===== config.mk =====
export PLATFORM = sky130hd
export DESIGN_NAME = sat_counter
export DESIGN_NICKNAME = d
export VERILOG_FILES = /design/src/rtl/sat_counter.sv
export SDC_FILE = /design/constraint.sdc
export NUM_CORES = 1
export LEC_CHECK = 0
export ABC_AREA = 1
export CORE_AREA = 2 2 39 41
export CTS_CLUSTER_SIZE = 16
export DETAILED_ROUTE_END_ITERATION = 7
export DIE_AREA = 0 0 41 43
export GPL_TIMING_DRIVEN = 0
export MAX_ROUTING_LAYER = met4
export SKIP_CTS_REPAIR_TIMING = 1
export SLEW_MARGIN = 5
export SYNTH_ARGS = -nofsm -noshare
export SYNTH_HDL_FRONTEND = slang
export SYNTH_SLANG_ARGS = --single-unit

===== constraint.sdc =====
create_clock -name i_clk -period 2.2 [get_ports i_clk]
set_input_delay 0.44 -clock i_clk [delete_from_list [all_inputs] [get_ports i_clk]]
set_output_delay 0.44 -clock i_clk [all_outputs]
set_load 0.1 [all_outputs]

===== src/rtl/sat_counter.sv =====
// Saturating up-counter with synchronous clear; holds at all-ones.
module sat_counter #(
    parameter int unsigned CNT_W = 8
) (
    input  logic             i_clk,
    input  logic             i_rst,
    input  logic             i_clr,
    input  logic             i_inc,
    output logic [CNT_W-1:0] o_cnt
);

    logic [CNT_W-1:0] r_cnt;

    // Count register: reset/clear to zero, increment unless saturated
    always_ff @(posedge i_clk) begin
        if (i_rst || i_clr) begin
            r_cnt <= '0;
        end else if (i_inc && (r_cnt != {CNT_W{1'b1}})) begin
            r_cnt <= r_cnt + {{(CNT_W-1){1'b0}}, 1'b1};
        end
    end

    assign o_cnt = r_cnt;

endmodule


==> results.txt, run 1 <==
The via count of the first global-routing pass was 375. Of the cells placed in the final design, the portion with a size suffix greater than 1 is 12.3%. The library cell used most frequently in the layout, excluding fill and tap cells, is sky130_fd_sc_hd__nand2_1. The cell total after placement is 94. The final non-filler cell area came out at 621 µm².

The worst relative slew slack is 35.8%. Averaged over all synthesized cells, the footprint is 6.69 µm². The slew at the pin closest to its max-slew limit is 0.962 ns. The relative area change from synthesis to final layout is 38.5%. The standard cell core area came out at 1380 µm². The vertical extent of the die came out at 43 µm. Buffers inserted during clock tree synthesis total 3. The area enclosed by the die boundary is 1760 µm². Measured on the finished design, the core utilization comes to 44.8%. CTS built an H-tree with a depth of 1. The quantity of I/O buffers inserted on ports is 11. The clock skew after layout came out at ~0.00082 ns. In the final routed layout, each cell accounts on average for 8.95 µm. In this run, the number of DRC markers left after iteration 0 of detailed routing was 11. The category of the worst setup path launch point is a register. In the final design database the tool counted 88 nets. The repair_antennas step left the layout with diodes totalling 0. Summing all multi-input logic gate instances after layout gives 246 µm². The initial utilization of the core area, before any placement, comes to 32.4%. OpenSTA, run right after detailed placement, puts the worst setup slack at 0.200 ns. The required time of the worst setup path came out at between 1.5 and 2 ns. The critical path's slowest cell is sky130_fd_sc_hd__dlymetal6s2s_1.

The clock period could shrink to 1.87 ns. Leaving out filler cells and counting taps, the final layout contains 97. The number of flip-flops and latches in the synthesized netlist came out at 8.

The number of antenna violations at the first check in global routing came out at 0. The final worst setup slack came out at between 0.3 and 0.4 ns. The Yosys step of the flow raised 0 warnings. The tool flagged a number of max-cap violations equal to 0. The die is about 40 µm wide. The overall power consumption is around 290 µW. The register with the most flip-flops in the layout has 8 of them. The worst supply voltage drop on vdd is 171 µV.

The final critical-path share of the clock period came out at 84.9%. Synthesis handed over a netlist of 67 instances. The floorplan has 14 rows. The global routing usage summed across all routing layers came out at about an eighth. The HPWL after detailed placement is 632 µm. The signal on the critical path passes through dlymetal6s2s_1. In this run the remaining antenna-violating nets after routing total 0. The count of endpoints failing setup in the final report is 0. In this run the power density over the cells is about 470 nW/µm². The number of search-and-repair iterations in the first detailed-routing pass is 4. The clock network fraction of total power is 37.6%. In this run, flip-flops and latches consume between 50% and 60% of the power. The switching portion of total power is around 25%. The longest individual stage delay on the worst path is 0.77 ns. For this run, asynchronously set or reset flops after synthesis account for 0%. The number of enable-type register cells in the synthesized netlist came out at 0. The number of pins with negative max-slew slack in the final report is 0.

The total clock sinks is 8. TritonCTS built the clock tree. The worst endpoint data arrival time is ~1.4 ns. In this run the cell area of the synthesized design comes to roughly 450 µm². Once placement finished, the instance area stood at 578 µm². In the routed layout, each cell is associated on average with a via count of 4.51. In the layout the commonest cells are sky130_fd_sc_hd__nand2_1 (20), sky130_fd_sc_hd__nor2_1 (13), sky130_fd_sc_hd__dfxtp_1 (8), sky130_fd_sc_hd__dlymetal6s2s_1 (8), sky130_fd_sc_hd__inv_1 (6). The commonest register cell after synthesis is sky130_fd_sc_hd__dfxtp_1.

The net count after synthesis is 72. The pin count of the biggest net entering global routing came out at 11. The min-delay analysis places its worst path in the category reg2reg. The post-synthesis cell type count is 17. The switching power is 72.5 µW. Setup repair after global routing left no endpoint under its margin. The first global-routing pass estimated 1480 µm of wire. The run finished with clean final reports. The leakage power came out at 0.400 nW. The area occupied by registers is 160 µm². The number of vias in the routed layout is 437. The achievable clock frequency came out at 535 MHz.

The buffer levels on the longest clock path came out at 2. The design internal power came out at 222 µW. The final layout contains routed wiring with a total length of around 870 µm. The share of power burned in combinational logic came out at 12.0%. Counting both buffers and inverters, the worst setup path holds a total of 1. The number of hold violations in the final report is 0.

The total of fill cells in the finished design is 148. STA classifies the critical path endpoint as an output port. The tree is rooted in a sky130_fd_sc_hd__clkbuf_4. The clock transition at the registers of the reported paths came out at 0.05 ns. The insertion delay of the later-clocked pin in the worst-skew pair is ~0.25 ns. The top fanout value on the critical path came out at 6. The post-detailed-route DRC marker count came out at 0. The critical path in this run is classified as reg2out. The number of top-level pins came out at 12. The post-synthesis sequential area ratio came out at 35.8%. The final RePlAce weighted congestion came out at 0.759.

The total overflow left after global routing is 0. On the critical path the largest part of the delay comes from buffers and inverters.
power groups by stage:
stage,Clock (mW),Sequential (mW),Combinational (mW)
3_5_place_dp,0,0.152,0.0358
2_1_floorplan,0,0.163,0.0104
5_1_grt,0.127,0.149,0.0382
6_report,0.111,0.148,0.0355
4_1_cts,0.119,0.148,0.0359
3_3_place_gp,0,0.152,0.0356
cells in the mapped netlist (4+ instances only):
library cell	instances	area (µm²)
sky130_fd_sc_hd__nand2_1	20	75.1
sky130_fd_sc_hd__nor2_1	13	48.8
sky130_fd_sc_hd__dfxtp_1	8	160
sky130_fd_sc_hd__inv_1	6	22.5
sky130_fd_sc_hd__a21oi_1	5	25.0
sky130_fd_sc_hd__nand3_1	4	20.0
cell type report:
class / count / area share, %
Buffer: 1 / 1.81
Clock buffer: 3 / 3.63
Inverter: 8 / 4.84
Multi-Input combinational cell: 50 / 39.7
Sequential cell: 8 / 25.8
Tap cell: 16 / 3.23
Timing Repair Buffer: 11 / 21.0
per-stage QoR:
stage | hold slack (ns) | TNS [ns]
floorplan | 0.588 | 0
global placement | 0.479 | 0
detailed placement | 0.493 | 0
CTS | 0.507 | -0.266
global route | 0.520 | 0
finish | 0.494 | 0
worst paths after layout:
check | from | end | slack [ns] | depth (start not counted)
max | o_cnt[2] | o_cnt[2] | 0.33 | 1
min | o_cnt[6] | o_cnt[6] | 0.49 | 2
max reg2reg | o_cnt[0] | o_cnt[5] | 0.89 | 7
min reg2reg | o_cnt[6] | o_cnt[6] | 0.49 | 2
metal layers:
metal  GRT usage, %  share of wire, %
met1           17.4                50
met4           10.0               2.0
met2           15.3                44
met3           3.14               3.6
met5              -                 0
logic make-up (layout without fill, tap and decap cells):
family          after synthesis  after routing  share of synthesized area, %
buf+inv                       9             23                          9.22
fa+ha+maj                     1              1                          2.79
simple gates                 43             43                          45.3
flops                         8              8                          35.8
compound gates                6              6                          6.98
No activity file was read; power rests on OpenSTA's default activity.
==> run 2: changes to the inputs <==
Clock period 2.2 ns to 1.7 ns, I/O delays scaled along.
==> run 2 against run 1 <==
Compared with the run above:
- first-iteration DRC count shrank 55%
- critical path depth is the same
- register-to-register slack lost 0.43 ns
- sequential power grew 30%
- wire length shrank 1.0%
- setup slack lost 0.071 ns
- sequential cell count is the same
- die area is the same
- final cell count is the same
- design area shrank 8.3%
- largest power group unchanged
==> results.txt, run 2 (synthesis results as in run 1) <==
The buffer levels on the longest clock path came to 2 (unchanged). Cell-by-cell listing of the critical path: clkbuf_2 (was dlymetal6s2s_1). The category of the worst setup path launch point is a register (unchanged). The worst setup timing slack at the placement stage is -0.137 ns (was 0.200 ns).

The share of post-route cells with drive strength above 1 is 30.9% (was 12.3%). The clock root buffer is sky130_fd_sc_hd__clkbuf_4 (unchanged). The clock skew after layout is 0.00191 ns (was 0.000815 ns).

The worst path in the final design needs a cycle of 1.44 ns, including I/O delays and setup. The worst hold-check path type is reg2reg (unchanged). The number of standard cells in the layout, taps in and fillers out is 97 (unchanged). The number of placement rows came out at 14 (unchanged). The relative area change from synthesis to final layout came out at 27.1% (was 38.5%).

The final layout net count is 88 (unchanged). The number of pins with negative max-slew slack in the final report was 0 (unchanged). The sum of net half-perimeters after detailed placement is 632 µm (about the same). The pin count of the biggest net entering global routing is 11 (unchanged).

The required time of the worst setup path is 1.36 ns (was 1.76 ns). The DRC violation total after the first TritonRoute iteration came to 5 (was 11). The achievable clock frequency is 695 MHz. The final critical-path share of the clock period is a little over four fifths.

The total clock sinks was 8 (unchanged). The final RePlAce weighted congestion came out at 0.743 (was 0.759). Setup repair after global routing missed its margin: no (unchanged).

The clock transition at the registers of the reported paths is 0.05 ns (about the same). The count of endpoints failing setup in the final report came out at 0 (unchanged). The TritonCTS buffer count is 3 (unchanged). The final worst setup slack came out at 0.261 ns (was 0.332 ns).

The worst endpoint data arrival time is 1.10 ns (was 1.43 ns). The number of vias in the routed layout came out at 446 (was 437). Outcome: completed (unchanged). The critical path's top delay family is buffers and inverters (unchanged). Leading cell types in the layout, fill and taps excluded: sky130_fd_sc_hd__nand2_1 (20), sky130_fd_sc_hd__nor2_1 (13), sky130_fd_sc_hd__clkbuf_2 (8), sky130_fd_sc_hd__dfxtp_2 (7), sky130_fd_sc_hd__inv_1 (6) (was sky130_fd_sc_hd__nand2_1 (20), sky130_fd_sc_hd__nor2_1 (13), sky130_fd_sc_hd__dfxtp_1 (8), sky130_fd_sc_hd__dlymetal6s2s_1 (8), sky130_fd_sc_hd__inv_1 (6)). The worst supply voltage drop on vdd came out at 272 µV (was 171 µV). The longest individual stage delay on the worst path came out at 0.47 ns (was 0.77 ns). The leakage power is 0.267 nW (was 0.400 nW). The number of top-level pins is 12 (unchanged). The initial core utilization is 32.4% (unchanged).

The final non-filler cell area is 569 µm² (was 621 µm²). The endpoint class of the critical path was an output port (unchanged). The top fanout value on the critical path is 6 (unchanged). The total wire length came out at 859 µm (was 868 µm). The worst relative slew slack came to 64.1% (was 35.8%). The insertion delay of the later-clocked pin in the worst-skew pair is 0.26 ns (was 0.25 ns). The number of antenna violations at the first check in global routing is 0 (unchanged). The number of hold violations in the final report came out at 0 (unchanged). The vertical extent of the die is 43 µm (unchanged). The startpoint of the most critical hold path is o_cnt[6] (unchanged). The startpoint of the lowest-slack register-to-register path was o_cnt[0] (unchanged). The start-to-end type of the worst setup path was reg2out (unchanged). The critical path's slowest cell is sky130_fd_sc_hd__clkbuf_2 (was sky130_fd_sc_hd__dlymetal6s2s_1). The final antenna diode count was 0 (unchanged). The standard cell core area is 1380 µm² (unchanged). The via count of the first global-routing pass is 338 (was 375).

The area enclosed by the die boundary came to 1760 µm² (unchanged). The first-pass GRT wire length came to 1400 µm (was 1480 µm). The global routing usage summed across all routing layers is 12.4% (was 12.8%). The post-detailed-route DRC marker count is 0 (unchanged). The count of H-tree levels built during CTS is 1 (unchanged). The slew at the pin closest to its max-slew limit is 0.541 ns (was 0.962 ns). The cell area after placement is 587 µm² (was 578 µm²). The average detailed-routed wire length per instance is 8.86 µm (was 8.95 µm). The cell total after placement was 94 (unchanged). The max-capacitance violation count is 0 (unchanged). The areal power density over the cells is 679 nW/µm² (was 475 nW/µm²). The average vias per placed instance is 4.60 (was 4.51). The CTS tree is yes (unchanged). The number of search-and-repair iterations in the first detailed-routing pass is 3 (was 4).

The flip-flop count of the largest register, all copies and words added is 8 (unchanged). The overflow left after global routing is 0 (unchanged). The post-detailed-route count of antenna-violating nets was 0 (unchanged). The most common cell after layout, fill and taps aside was sky130_fd_sc_hd__nand2_1 (unchanged). The combined buffer and inverter count along the critical path came out at 1 (unchanged).

The quantity of I/O buffers inserted on ports came out at 11 (unchanged). The critical path launch point is o_cnt[2] (unchanged). The die width came out at 41 µm (unchanged).
==> run 2: cell type report <==
| type | instances | area, µm² |
|---|---|---|
| multi-input combinational | 50 | 246 |
| sequential | 8 | 169 |
| inverter | 8 | 30.0 |
| timing repair buffer | 11 | 70.1 |
| clock buffer | 3 | 22.5 |
| tap | 16 | 20.0 |
| buffer | 1 | 11.3 |
| fill | 147 | 815 |
==> run 2: path summary, 6_finish.rpt <==
check,to,slack [ns],cells after the start
max,o_cnt[2],0.26,1
min,o_cnt[6],0.46,2
max reg2reg,o_cnt[4],0.46,7
min reg2reg,o_cnt[6],0.46,2
==> run 2: routing by layer <==
metal | share of wire (%) | up-vias | GRT usage (%) | routed length [µm]
met3 | 6.2 | 5 | 4.71 | 53
met4 | 4.4 | 0 | 10.0 | 38
li1 | - | 241 | - | -
met5 | 0 | - | - | 0
met2 | 42 | 13 | 15.3 | 357
met1 | 48 | 187 | 15.4 | 411
==> run 2: where the power goes <==
group          leakage, nW  switching, mW  internal [mW]
logic                0.185         0.0285         0.0152
registers           0.0681        0.00234          0.190
clock network       0.0138         0.0693         0.0811
total                0.267          0.100          0.286
==> run 2: worst register-to-register path, stage by stage, from the launching register on <==
cell	delay [ns]
sky130_fd_sc_hd__dfxtp_2	0.36
sky130_fd_sc_hd__ha_1	0.17
sky130_fd_sc_hd__nand2_1	0.07
sky130_fd_sc_hd__nor2_1	0.12
sky130_fd_sc_hd__nand2_2	0.07
sky130_fd_sc_hd__buf_6	0.15
sky130_fd_sc_hd__a21oi_1	0.14
sky130_fd_sc_hd__nor2_1	0.05
==> run 2: through the flow <==
step / hold slack, ns / util [%] / setup TNS (ns) / total power [mW]
6_report: 0.465 / 41.1 / 0 / 0.386
5_1_grt: 0.504 / 41.1 / 0 / 0.404
4_1_cts: 0.474 / 44.0 / -3.14 / 0.393
3_5_place_dp: 0.462 / 42.4 / -0.872 / 0.243
3_3_place_gp: 0.453 / 42.4 / -0.875 / 0.243
2_1_floorplan: 0.481 / - / 0 / 0.225
==> run 3: changes to the inputs <==
Clock period 1.7 ns to 1.4 ns, I/O delays scaled along.
==> run 3 against run 2 <==
Compared with the run above:
- core utilization up 2.5 points
- global-route usage up 0.84 points
- first-iteration DRC count down 60%
- highest routed layer unchanged
==> results.txt, run 3 (synthesis results as in run 1) <==
In the finished design, the share of the clock period the worst path needs comes to 97.4%. The die width came out at 41 µm (unchanged). The overflow left after global routing came to 0 (unchanged). The final non-filler cell area came out at 604 µm² (was 569 µm²). The flip-flop count of the largest register, all copies and words added is 8 (unchanged). The sum of net half-perimeters after detailed placement is 689 µm (was 632 µm). The relative area change from synthesis to final layout came out at 34.9% (was 27.1%). The via count of the first global-routing pass is 382 (was 338). The most common cell after layout, fill and taps aside is sky130_fd_sc_hd__nand2_1 (unchanged).

The share of post-route cells with drive strength above 1 came out at 32.9% (was 30.9%). The required time of the worst setup path is 1.12 ns (was 1.36 ns). The leakage power is 0.269 nW (was 0.267 nW). The first-pass GRT wire length came out at 1490 µm (was 1400 µm). The slack of the worst reg-to-reg path is 0.20 ns (was 0.46 ns). The global routing usage summed across all routing layers is 13.3% (was 12.4%).

The worst endpoint data arrival time is 1.08 ns (was 1.10 ns). The number of search-and-repair iterations in the first detailed-routing pass is 2 (was 3). The clock root buffer is sky130_fd_sc_hd__clkbuf_4 (unchanged). The number of placement rows is 14 (unchanged). The overall power consumption came out at 469 µW (was 386 µW). The clock transition at the registers of the reported paths came out at 0.05 ns (about the same).

The longest individual stage delay on the worst path came out at 0.46 ns (was 0.47 ns). The quantity of I/O buffers inserted on ports is 11 (unchanged). The number of pins with negative max-slew slack in the final report is 0 (unchanged).

The standard cell core area was 1380 µm² (unchanged). The area enclosed by the die boundary is 1760 µm² (unchanged). The pin count of the biggest net entering global routing is 11 (unchanged).

The final antenna diode count came out at 0 (unchanged). The number of standard cells in the layout, taps in and fillers out was 98 (was 97). The startpoint of the most critical hold path is o_cnt[6] (unchanged).

The number of antenna violations at the first check in global routing came out at 0 (unchanged). The areal power density over the cells is 777 nW/µm² (was 679 nW/µm²). The average detailed-routed wire length per instance is 8.94 µm (was 8.86 µm). The max-capacitance violation count was 0 (unchanged).

The total clock sinks is 8 (unchanged). The shortest period the worst path allows came out at roughly 1.4 ns. The number of hold violations in the final report came to 0 (unchanged). The worst hold-check path type was reg2reg (unchanged). Outcome: completed (unchanged). The critical register-to-register path endpoint is o_cnt[5] (was o_cnt[4]). The cell area after placement came out at 618 µm² (was 587 µm²). The combined buffer and inverter count along the critical path came out at 1 (unchanged). The buffer levels on the longest clock path came out at 2 (unchanged).

The final layout net count is 88 (unchanged). The CTS tree is yes (unchanged). The clock skew after layout came out at 0.00372 ns (was 0.00191 ns). Leading cell types in the layout, fill and taps excluded: sky130_fd_sc_hd__nand2_1 (20), sky130_fd_sc_hd__nor2_1 (13), sky130_fd_sc_hd__dfxtp_4 (7), sky130_fd_sc_hd__clkbuf_2 (7), sky130_fd_sc_hd__inv_1 (6) (was sky130_fd_sc_hd__nand2_1 (20), sky130_fd_sc_hd__nor2_1 (13), sky130_fd_sc_hd__clkbuf_2 (8), sky130_fd_sc_hd__dfxtp_2 (7), sky130_fd_sc_hd__inv_1 (6)).

Cell-by-cell listing of the critical path: clkbuf_2 (unchanged). The average vias per placed instance was 4.58 (was 4.60). The worst relative slew slack is 63.6% (was 64.1%). The total of fill cells in the finished design came out at 160 (was 147). The vertical extent of the die came out at 43 µm (unchanged). The cell total after placement came to 94 (unchanged). The worst reg-to-reg path cell count is 7 (unchanged). The startpoint of the lowest-slack register-to-register path was o_cnt[0] (unchanged). The achievable clock frequency is 733 MHz. The number of top-level pins came out at 12 (unchanged).

The worst hold endpoint is o_cnt[6] (unchanged). The insertion delay of the later-clocked pin in the worst-skew pair came out at 0.25 ns (was 0.26 ns). The count of endpoints failing setup in the final report is 0 (unchanged).

The endpoint class of the critical path is an output port (unchanged). The cell count of the worst hold path came out at 2 (unchanged). The total wire length is 876 µm (was 859 µm).

The top fanout value on the critical path came to 6 (unchanged). The final RePlAce weighted congestion is 0.714 (was 0.743). The post-detailed-route DRC marker count came out at 0 (unchanged). The count of H-tree levels built during CTS is 1 (unchanged). The number of vias in the routed layout was 449 (was 446).

The critical path's slowest cell was sky130_fd_sc_hd__clkbuf_2 (unchanged). The post-detailed-route count of antenna-violating nets came to 0 (unchanged). The slew at the pin closest to its max-slew limit is 0.549 ns (was 0.541 ns).

Setup repair after global routing missed its margin: no (unchanged). The DRC violation total after the first TritonRoute iteration came to 2 (was 5). The start-to-end type of the worst setup path is reg2out (unchanged).

The initial core utilization is 32.4% (unchanged). The TritonCTS buffer count came to 3 (unchanged). The critical path's top delay family is buffers and inverters (unchanged). The category of the worst setup path launch point is a register (unchanged).

The worst supply voltage drop on vdd was 356 µV (was 272 µV). The post-route setup TNS came to 0 ns (unchanged).
==> run 3: stage by stage <==
stage                     setup slack, ns  hold WS [ns]  utilization [%]
after floorplan                   0.00486         0.419                -
after global placement             -0.372         0.463             44.7
after detailed placement           -0.377         0.481             44.7
after CTS                          -0.665         0.494             46.6
after global routing              0.00472         0.517             43.7
final                              0.0363         0.487             43.7
==> run 3: worst max path at each step <==
stage          startpoint        to  slack, ns  cells after the start
3_3_place_gp     o_cnt[0]  o_cnt[0]      -0.37                      1
2_1_floorplan    o_cnt[0]  o_cnt[5]      0.005                      7
4_1_cts          o_cnt[0]  o_cnt[0]      -0.67                      1
6_report         o_cnt[2]  o_cnt[2]       0.04                      1
3_5_place_dp     o_cnt[2]  o_cnt[2]      -0.38                      1
5_1_grt          o_cnt[2]  o_cnt[2]      0.005                      1
==> run 3: worst reg2reg max path: stages, from the launching register on <==
cell	delay [ns]
sky130_fd_sc_hd__dfxtp_4	0.37
sky130_fd_sc_hd__ha_4	0.13
sky130_fd_sc_hd__nand2_1	0.06
sky130_fd_sc_hd__nor2_1	0.11
sky130_fd_sc_hd__nand2_2	0.07
sky130_fd_sc_hd__buf_6	0.14
sky130_fd_sc_hd__a21oi_1	0.15
sky130_fd_sc_hd__nor2_1	0.06
==> run 3: cell type report <==
cell class              instances  area (µm²)  share of cell area (%)
repair buffers                 11        70.1                    11.6
well taps                      16        20.0                    3.31
multi-input cells              50         259                    42.9
inverters                       8        30.0                    4.97
flip-flops and latches          8         188                    31.1
clock buffers                   4        26.3                    4.35
plain buffers                   1        11.3                    1.86
==> run 3: power by group <==
part / total, mW / internal, mW / switching [mW] / leakage (nW)
logic: 0.0544 / 0.0190 / 0.0353 / 0.183
clock network: 0.192 / 0.109 / 0.0828 / 0.0150
registers: 0.223 / 0.219 / 0.00408 / 0.0707
total: 0.469 / 0.347 / 0.122 / 0.269
==> run 3: metal layers <==
| layer | GRT usage, % | wire length [µm] | vias to the layer above |
|---|---|---|---|
| met5 | - | 0 | - |
| met1 | 16.4 | 400 | 196 |
| met2 | 16.9 | 404 | 11 |
| li1 | - | - | 238 |
| met3 | 3.14 | 44 | 4 |
| met4 | 12.0 | 27 | 0 |
